==> src/rtl/destin_defs.sv <==
// Shared constants and FSM encoding for the DeSTIN winner search.
// Distance width, centroids per group, and sequencer state type.
package destin_defs;

  localparam int DIST_W      = 16;
  localparam int CEN_PER_GRP = 8;
  localparam int CEN_IDX_W   = 3;

  typedef enum logic [1:0] {
    IDLE  = 2'd0,
    ACCUM = 2'd1,
    DONE  = 2'd2
  } state_t;

endpackage

==> src/rtl/centroid_winner_seq_if.sv <==
// Group-in / winner-out handshake bundle for centroid_winner_seq.
// master: distance producer + result consumer; slave: the sequencer.
interface centroid_winner_seq_if
  import destin_defs::*;
#(
  parameter int GRP_W = 2
) ();

  logic              in_valid;
  logic              in_ready;
  logic [DIST_W-1:0] d_000;
  logic [DIST_W-1:0] d_001;
  logic [DIST_W-1:0] d_010;
  logic [DIST_W-1:0] d_011;
  logic [DIST_W-1:0] d_100;
  logic [DIST_W-1:0] d_101;
  logic [DIST_W-1:0] d_110;
  logic [DIST_W-1:0] d_111;
  logic              out_valid;
  logic              out_ready;
  logic [GRP_W+CEN_IDX_W-1:0] win_idx;
  logic [DIST_W-1:0] win_dist;
  logic              busy;

  modport master (
    output in_valid, d_000, d_001, d_010, d_011,
    output d_100, d_101, d_110, d_111, out_ready,
    input  in_ready, out_valid, win_idx, win_dist, busy
  );

  modport slave (
    input  in_valid, d_000, d_001, d_010, d_011,
    input  d_100, d_101, d_110, d_111, out_ready,
    output in_ready, out_valid, win_idx, win_dist, busy
  );

endinterface

==> src/rtl/comparator_8cen_16bit.sv <==
// Combinational min/argmin over eight 16-bit distances.
// Ports: d_000..d_111 in; grp_min, grp_arg out. Ties go to the lowest index.
module comparator_8cen_16bit
  import destin_defs::*;
(
  input  logic [DIST_W-1:0]    d_000,
  input  logic [DIST_W-1:0]    d_001,
  input  logic [DIST_W-1:0]    d_010,
  input  logic [DIST_W-1:0]    d_011,
  input  logic [DIST_W-1:0]    d_100,
  input  logic [DIST_W-1:0]    d_101,
  input  logic [DIST_W-1:0]    d_110,
  input  logic [DIST_W-1:0]    d_111,
  output logic [DIST_W-1:0]    grp_min,
  output logic [CEN_IDX_W-1:0] grp_arg
);

  logic [DIST_W-1:0] dv [CEN_PER_GRP];

  assign dv[0] = d_000;
  assign dv[1] = d_001;
  assign dv[2] = d_010;
  assign dv[3] = d_011;
  assign dv[4] = d_100;
  assign dv[5] = d_101;
  assign dv[6] = d_110;
  assign dv[7] = d_111;

  always_comb begin
    grp_min = dv[0];
    grp_arg = '0;
    // strict compare keeps the earliest index on ties
    for (int i = 1; i < CEN_PER_GRP; i++) begin
      if (dv[i] < grp_min) begin
        grp_min = dv[i];
        grp_arg = CEN_IDX_W'(i);
      end
    end
  end

endmodule

==> src/rtl/running_min_reg.sv <==
// Holds the best distance/index seen so far in a search.
// Ports: clk, reset, load (unconditional), update (strict-less), cand_*, best_*.
module running_min_reg
  import destin_defs::*;
#(
  parameter int IDX_W = 5
) (
  input  logic              clk,
  input  logic              reset,
  input  logic              load,
  input  logic              update,
  input  logic [DIST_W-1:0] cand_dist,
  input  logic [IDX_W-1:0]  cand_idx,
  output logic [DIST_W-1:0] best_dist,
  output logic [IDX_W-1:0]  best_idx
);

  logic take;

  // later groups must be strictly better to displace an earlier winner
  assign take = load || (update && (cand_dist < best_dist));

  always_ff @(posedge clk) begin
    if (reset) begin
      best_dist <= '1;
      best_idx  <= '0;
    end else if (take) begin
      best_dist <= cand_dist;
      best_idx  <= cand_idx;
    end
  end

endmodule

==> src/rtl/centroid_winner_seq.sv <==
// Global min-distance centroid search over NUM_GROUPS groups of eight.
// Ports: clk, reset, bus (slave): group in, winner {grp,arg}/dist out, busy.
module centroid_winner_seq
  import destin_defs::*;
#(
  parameter int NUM_GROUPS = 4,
  parameter int GRP_W      = 2
) (
  input logic                   clk,
  input logic                   reset,
  centroid_winner_seq_if.slave  bus
);

  localparam int IDX_W = GRP_W + CEN_IDX_W;
  localparam logic [GRP_W-1:0] LAST_GRP =
    GRP_W'(NUM_GROUPS - 1);

  state_t               state;
  state_t               state_nx;
  logic [GRP_W-1:0]     grp_cnt;
  logic [GRP_W-1:0]     grp_cnt_nx;
  logic [DIST_W-1:0]    grp_min;
  logic [CEN_IDX_W-1:0] grp_arg;
  logic [DIST_W-1:0]    best_dist;
  logic [IDX_W-1:0]     best_idx;
  logic                 ld;
  logic                 upd;
  logic                 in_rdy;
  logic                 out_vld;
  logic                 bsy;
  logic                 accept;

  comparator_8cen_16bit u_cmp (
    .d_000   (bus.d_000),
    .d_001   (bus.d_001),
    .d_010   (bus.d_010),
    .d_011   (bus.d_011),
    .d_100   (bus.d_100),
    .d_101   (bus.d_101),
    .d_110   (bus.d_110),
    .d_111   (bus.d_111),
    .grp_min (grp_min),
    .grp_arg (grp_arg)
  );

  running_min_reg #(
    .IDX_W (IDX_W)
  ) u_min (
    .clk       (clk),
    .reset     (reset),
    .load      (ld),
    .update    (upd),
    .cand_dist (grp_min),
    .cand_idx  ({grp_cnt, grp_arg}),
    .best_dist (best_dist),
    .best_idx  (best_idx)
  );

  assign accept = bus.in_valid && in_rdy;

  always_ff @(posedge clk) begin
    if (reset) begin
      state   <= IDLE;
      grp_cnt <= '0;
    end else begin
      state   <= state_nx;
      grp_cnt <= grp_cnt_nx;
    end
  end

  always_comb begin
    state_nx   = state;
    grp_cnt_nx = grp_cnt;
    ld         = 1'b0;
    upd        = 1'b0;
    in_rdy     = 1'b0;
    out_vld    = 1'b0;
    bsy        = 1'b0;
    unique case (1'b1)
      (state == IDLE): begin
        in_rdy = 1'b1;
        if (accept) begin
          // first group loads, so an all-FFFF search still names a winner
          ld = 1'b1;
          if (NUM_GROUPS == 1) begin
            state_nx   = DONE;
            grp_cnt_nx = '0;
          end else begin
            state_nx   = ACCUM;
            grp_cnt_nx = GRP_W'(1);
          end
        end
      end
      (state == ACCUM): begin
        in_rdy = 1'b1;
        bsy    = 1'b1;
        if (accept) begin
          upd = 1'b1;
          if (grp_cnt == LAST_GRP) begin
            state_nx   = DONE;
            grp_cnt_nx = '0;
          end else begin
            grp_cnt_nx = grp_cnt + GRP_W'(1);
          end
        end
      end
      (state == DONE): begin
        out_vld = 1'b1;
        bsy     = 1'b1;
        if (bus.out_ready) begin
          state_nx = IDLE;
        end
      end
      default: begin
        state_nx   = IDLE;
        grp_cnt_nx = '0;
      end
    endcase
  end

  assign bus.in_ready  = in_rdy;
  assign bus.out_valid = out_vld;
  assign bus.busy      = bsy;
  assign bus.win_idx   = out_vld ? best_idx : '0;
  assign bus.win_dist  = out_vld ? best_dist : '0;

endmodule

==> src/flat_wrapper.sv <==
// flat-port wrapper written by rule: the top's interface ports become plain ports
module centroid_winner_seq_flat import destin_defs::*;
#(
  parameter int NUM_GROUPS = 4,
  parameter int GRP_W      = 2
)
  (clk, reset, bus_in_valid, bus_d_000, bus_d_001, bus_d_010, bus_d_011, bus_d_100, bus_d_101, bus_d_110, bus_d_111, bus_out_ready, bus_in_ready, bus_out_valid, bus_win_idx, bus_win_dist, bus_busy);
  centroid_winner_seq_if #(.GRP_W(GRP_W)) bus_i ();
  input logic clk;
  input logic reset;
  input wire logic [$bits(bus_i.in_valid)-1:0] bus_in_valid;
  input wire logic [$bits(bus_i.d_000)-1:0] bus_d_000;
  input wire logic [$bits(bus_i.d_001)-1:0] bus_d_001;
  input wire logic [$bits(bus_i.d_010)-1:0] bus_d_010;
  input wire logic [$bits(bus_i.d_011)-1:0] bus_d_011;
  input wire logic [$bits(bus_i.d_100)-1:0] bus_d_100;
  input wire logic [$bits(bus_i.d_101)-1:0] bus_d_101;
  input wire logic [$bits(bus_i.d_110)-1:0] bus_d_110;
  input wire logic [$bits(bus_i.d_111)-1:0] bus_d_111;
  input wire logic [$bits(bus_i.out_ready)-1:0] bus_out_ready;
  output wire logic [$bits(bus_i.in_ready)-1:0] bus_in_ready;
  output wire logic [$bits(bus_i.out_valid)-1:0] bus_out_valid;
  output wire logic [$bits(bus_i.win_idx)-1:0] bus_win_idx;
  output wire logic [$bits(bus_i.win_dist)-1:0] bus_win_dist;
  output wire logic [$bits(bus_i.busy)-1:0] bus_busy;
  assign bus_i.in_valid = bus_in_valid;
  assign bus_i.d_000 = bus_d_000;
  assign bus_i.d_001 = bus_d_001;
  assign bus_i.d_010 = bus_d_010;
  assign bus_i.d_011 = bus_d_011;
  assign bus_i.d_100 = bus_d_100;
  assign bus_i.d_101 = bus_d_101;
  assign bus_i.d_110 = bus_d_110;
  assign bus_i.d_111 = bus_d_111;
  assign bus_i.out_ready = bus_out_ready;
  assign bus_in_ready = bus_i.in_ready;
  assign bus_out_valid = bus_i.out_valid;
  assign bus_win_idx = bus_i.win_idx;
  assign bus_win_dist = bus_i.win_dist;
  assign bus_busy = bus_i.busy;
  centroid_winner_seq #(.NUM_GROUPS(NUM_GROUPS), .GRP_W(GRP_W)) u_core (.clk(clk), .reset(reset), .bus(bus_i));
endmodule
==> config.mk <==
export PLATFORM = sky130hd
export DESIGN_NAME = centroid_winner_seq_flat
export DESIGN_NICKNAME = d
export VERILOG_FILES = /design/src/rtl/destin_defs.sv /design/src/rtl/centroid_winner_seq_if.sv /design/src/rtl/comparator_8cen_16bit.sv /design/src/rtl/running_min_reg.sv /design/src/rtl/centroid_winner_seq.sv /design/src/flat_wrapper.sv
export SDC_FILE = /design/constraint.sdc
export NUM_CORES = 1
export LEC_CHECK = 0
export CAP_MARGIN = 25
export CORE_UTILIZATION = 43
export DETAILED_ROUTE_END_ITERATION = 6
export GPL_TIMING_DRIVEN = 1
export PLACE_DENSITY = 0.7
export SLEW_MARGIN = 20
export SYNTH_ARGS = -nofsm -noshare
export SYNTH_HDL_FRONTEND = slang
export SYNTH_SLANG_ARGS = --single-unit
==> constraint.sdc <==
create_clock -name clk -period 42.4 [get_ports clk]
set_clock_uncertainty 0.1 [all_clocks]
set_input_delay 6.36 -clock clk [delete_from_list [all_inputs] [get_ports clk]]
set_output_delay 6.36 -clock clk [all_outputs]
set_load 0.005 [all_outputs]
==> results.yml <==
run_status:
  status: "complete, no violations"
routing:
  vias: 6020
  drtIter0Drc: 320
  drc: 0
  avgViaCountPerCell: 5.419
  ant_nets: 0
  firstDrtPassIters: 5
  wirelength_um: 16920
  wl_per_cell_um: 15.23
setup_path:
  arrival_ns: 25.80
  crit_buf_inv: 9
  required_ns: 42.45
  end_kind: "flop"
  crit_path_start_kind: "input pin"
  cp_slowest_cell: "and2_1"
  slowest_delay_ns: 0.81
  worstPathMaxFanout: 33
  reg2reg_setup_slack_ns: 39.46
  setup.worst_path.class: "in -> reg"
  path_delay_family: "compound AO/OA/AOI/OAI gates"
  cpMostUsedCell: "a21o_1"
synth:
  syn-cell-area_um2: 6086
  synth-async-reset-ratio_pct: 0
  ys.flop_type: "dfxtp_1"
  yosysWarnings: 0
  synth_edf_count: 0
  synth.ff_latch_count: 25
  synth_cells: 794
  yosysSeqAreaShare_pct: 8.224
  synth.distinct_cells: 67
  synth_fp_nets: 1040
  syn_avg_cell_area_um2: 7.665
clock_tree:
  clk_latency_ns: 0.26
  holdBufCountCts: 0
  clockBufferDepth: 2
  cts_tree: "done"
  numCtsBuffers: 3
  h-tree-depth: 1
  post-cts-setup-buffers: 0
  cts.sinks: 25
  cts_resized: 0
  cts_root_buffer: "clkbuf_16"
  clk_pin_slew_worst_paths_ns: 0.06
grt:
  grt_antenna_before_repair: 0
  grtUsageTotal_pct: 23.24
  grt_pass1_wl_um: 27570
  grt_overflow_total: 0
  grt_pass1_vias: 5764
  grt_max_degree: 41
floorplanning:
  rows: 43
  io_pins: 156
  die_height_um: 121.0
  die_x_um: 121.0
  die_area_um2: 14630
  core-area_um2: 13830
  initial_core_util_pct: 44.01
timing:
  fin_ws_ns: 16.64
  post-route-period-util_pct: 60.75
  drv_slew: 0
  setup_viol: 0
  hold_slack_ns: 0.3692
  rsz0062_at_grt: "no"
  hold_viol_final: 0
  timing.fmax_mhz: 38.82
  setup_tns_ns: 0
  slew_headroom_pct: 34.91
  post-route-min-period_ns: 25.76
  tightest_slew_ns: 0.9763
layout:
  diodes: 0
  syn_to_final_growth_pct: 28.95
  final_nets: 1178
  stdcell_count: 1111
  nFillCells: 1310
  layout-drive-gt1-share_pct: 6.337
pwr:
  pwr-share-comb_pct: 80.2
  switchingPower_mw: 0.1296
  p_sw_share_pct: 46.84
  peakVddDrop_uv: 19.92
  p_seq_share_pct: 12.1
  pwr_density_cell_nw_per_um2: 35.26
  clockPowerShare_pct: 7.7
  p_leak_nw: 3.763
  internal-power_mw: 0.1471
placed_design:
  portBuffers: 155
  gp_congestion: 0.9049
  dp_hpwl_um: 14440
  dp_slack_ns: 16.54
  placed_cells: 1107
worst_hold_path:
  min_path_type: "reg -> reg"
run:
  drv_cap: 0
[layout by cell type, fill, tap and decap left out, types with 6 or more instances in the layout]
cell type        netlist  final
mux2_4                14     14
nor2b_1               11     11
dfxtp_1               25     25
mux2_2                22     22
a211oi_1              11     11
nand2_1               69     69
a21o_1                26     26
nor2_1                50     50
maj3_1                 7      7
and3_1                 6      6
o21a_1                20     20
nor3_1                10     10
a21oi_1               39     39
clkdlybuf4s50_1        0    155
mux2i_1               37     37
o21ai_0               42     42
and2_1                22     22
inv_1                100    100
nand4_1               20     20
a31oi_1                8      8
nand2b_1              21     21
ha_1                 114    114
o31a_1                15     15
mux2_1                 7      7
nand3_1                6      6
[worst paths after layout]
| check | to | start | depth (start not counted) |
|---|---|---|---|
| max | u_core.u_min.best_dist[4]$_SDFFE_PP1P_ | bus_d_000[15] | 85 |
| min | u_core.u_min.best_idx[0]$_SDFFE_PP0P_ | u_core.u_min.best_idx[0]$_SDFFE_PP0P_ | 2 |
| max reg2reg | u_core.u_min.best_dist[4]$_SDFFE_PP1P_ | u_core.u_min.best_dist[5]$_SDFFE_PP1P_ | 12 |
| min reg2reg | u_core.u_min.best_idx[0]$_SDFFE_PP0P_ | u_core.u_min.best_idx[0]$_SDFFE_PP0P_ | 2 |
[logic make-up after synthesis]
group	after synthesis	share of synthesized area, %
buf+inv	126	8.511
fa+ha+maj	121	24.59
xor+xnor	2	0.2879
flops	25	8.224
mux	80	14.91
compound gates	199	23.44
simple gates	241	20.05
[registers in the layout (all words and copies together) (netlist names)]
register and count:
u_core.grp_cnt 2, u_core.state 2, u_core.u_min.best_dist 16, u_core.u_min.best_idx 5
[cell type report]
class	instances	area, um^2	area share, %
multi-input combinational	643	5079	64.72
inverter	100	375.4	4.783
tap	180	225.2	2.870
sequential	25	500.5	6.378
timing repair buffer	159	1589	20.25
clock buffer	4	78.83	1.004
[Yosys cell counts, drive strengths merged (6+ instances only)]
cell,number,area share [%]
ha,114,23
inv,100,6.2
nand2,70,4.4
nor2,50,3.1
mux2,43,8.8
o21ai,42,3.5
a21oi,39,3.2
mux2i,37,6.1
a21o,27,3.5
dfxtp,25,8.2
and2,22,2.3
nand2b,21,2.2
nand4,20,2.1
o21a,20,2.5
clkbuf,15,0.93
o31a,15,2.2
a211oi,14,2.1
buf,11,1.4
nor2b,11,1.1
a31oi,10,1.4
nor3,10,0.82
a2111oi,7,1.2
maj3,7,1.2
and3,6,0.62
nand3,6,0.49
nor4,6,0.72
[power groups by stage]
stage | clock (mW) | sequential (mW) | combinational (mW)
floorplan | 0 | 0.0326 | 0.168
global placement | 0 | 0.0341 | 0.218
detailed placement | 0 | 0.0341 | 0.220
CTS | 0.0216 | 0.0336 | 0.222
global route | 0.0228 | 0.0343 | 0.250
finish | 0.0212 | 0.0336 | 0.222
[worst reg2reg max path, stage by stage, from the launching register on]
cell	delay, ns
dfxtp_1	0.35
inv_1	0.05
ha_1	0.31
a21o_1	0.16
a21o_1	0.17
a21oi_1	0.17
nor3_1	0.07
nor4_1	0.22
o21ai_0	0.15
nor3_1	0.34
a221oi_4	0.17
buf_4	0.27
o31a_1	0.28
[per-layer routing]
metal | track usage [%] | wire length [um]
met5 | 0 | 0
met4 | 3.318 | 200
met3 | 1.739 | 748
met2 | 40.43 | 7733
met1 | 31.76 | 8235
[through the flow]
step	instance area (um^2)	util (%)	total power [mW]
global placement	7754	56.08	0.2517
finish	7848	56.76	0.2767
global route	7848	56.76	0.3067
floorplan	6086	-	0.2006
detailed placement	7769	56.18	0.2544
CTS	7848	56.76	0.2772
Note: power is estimated with default switching activity, not from simulation.
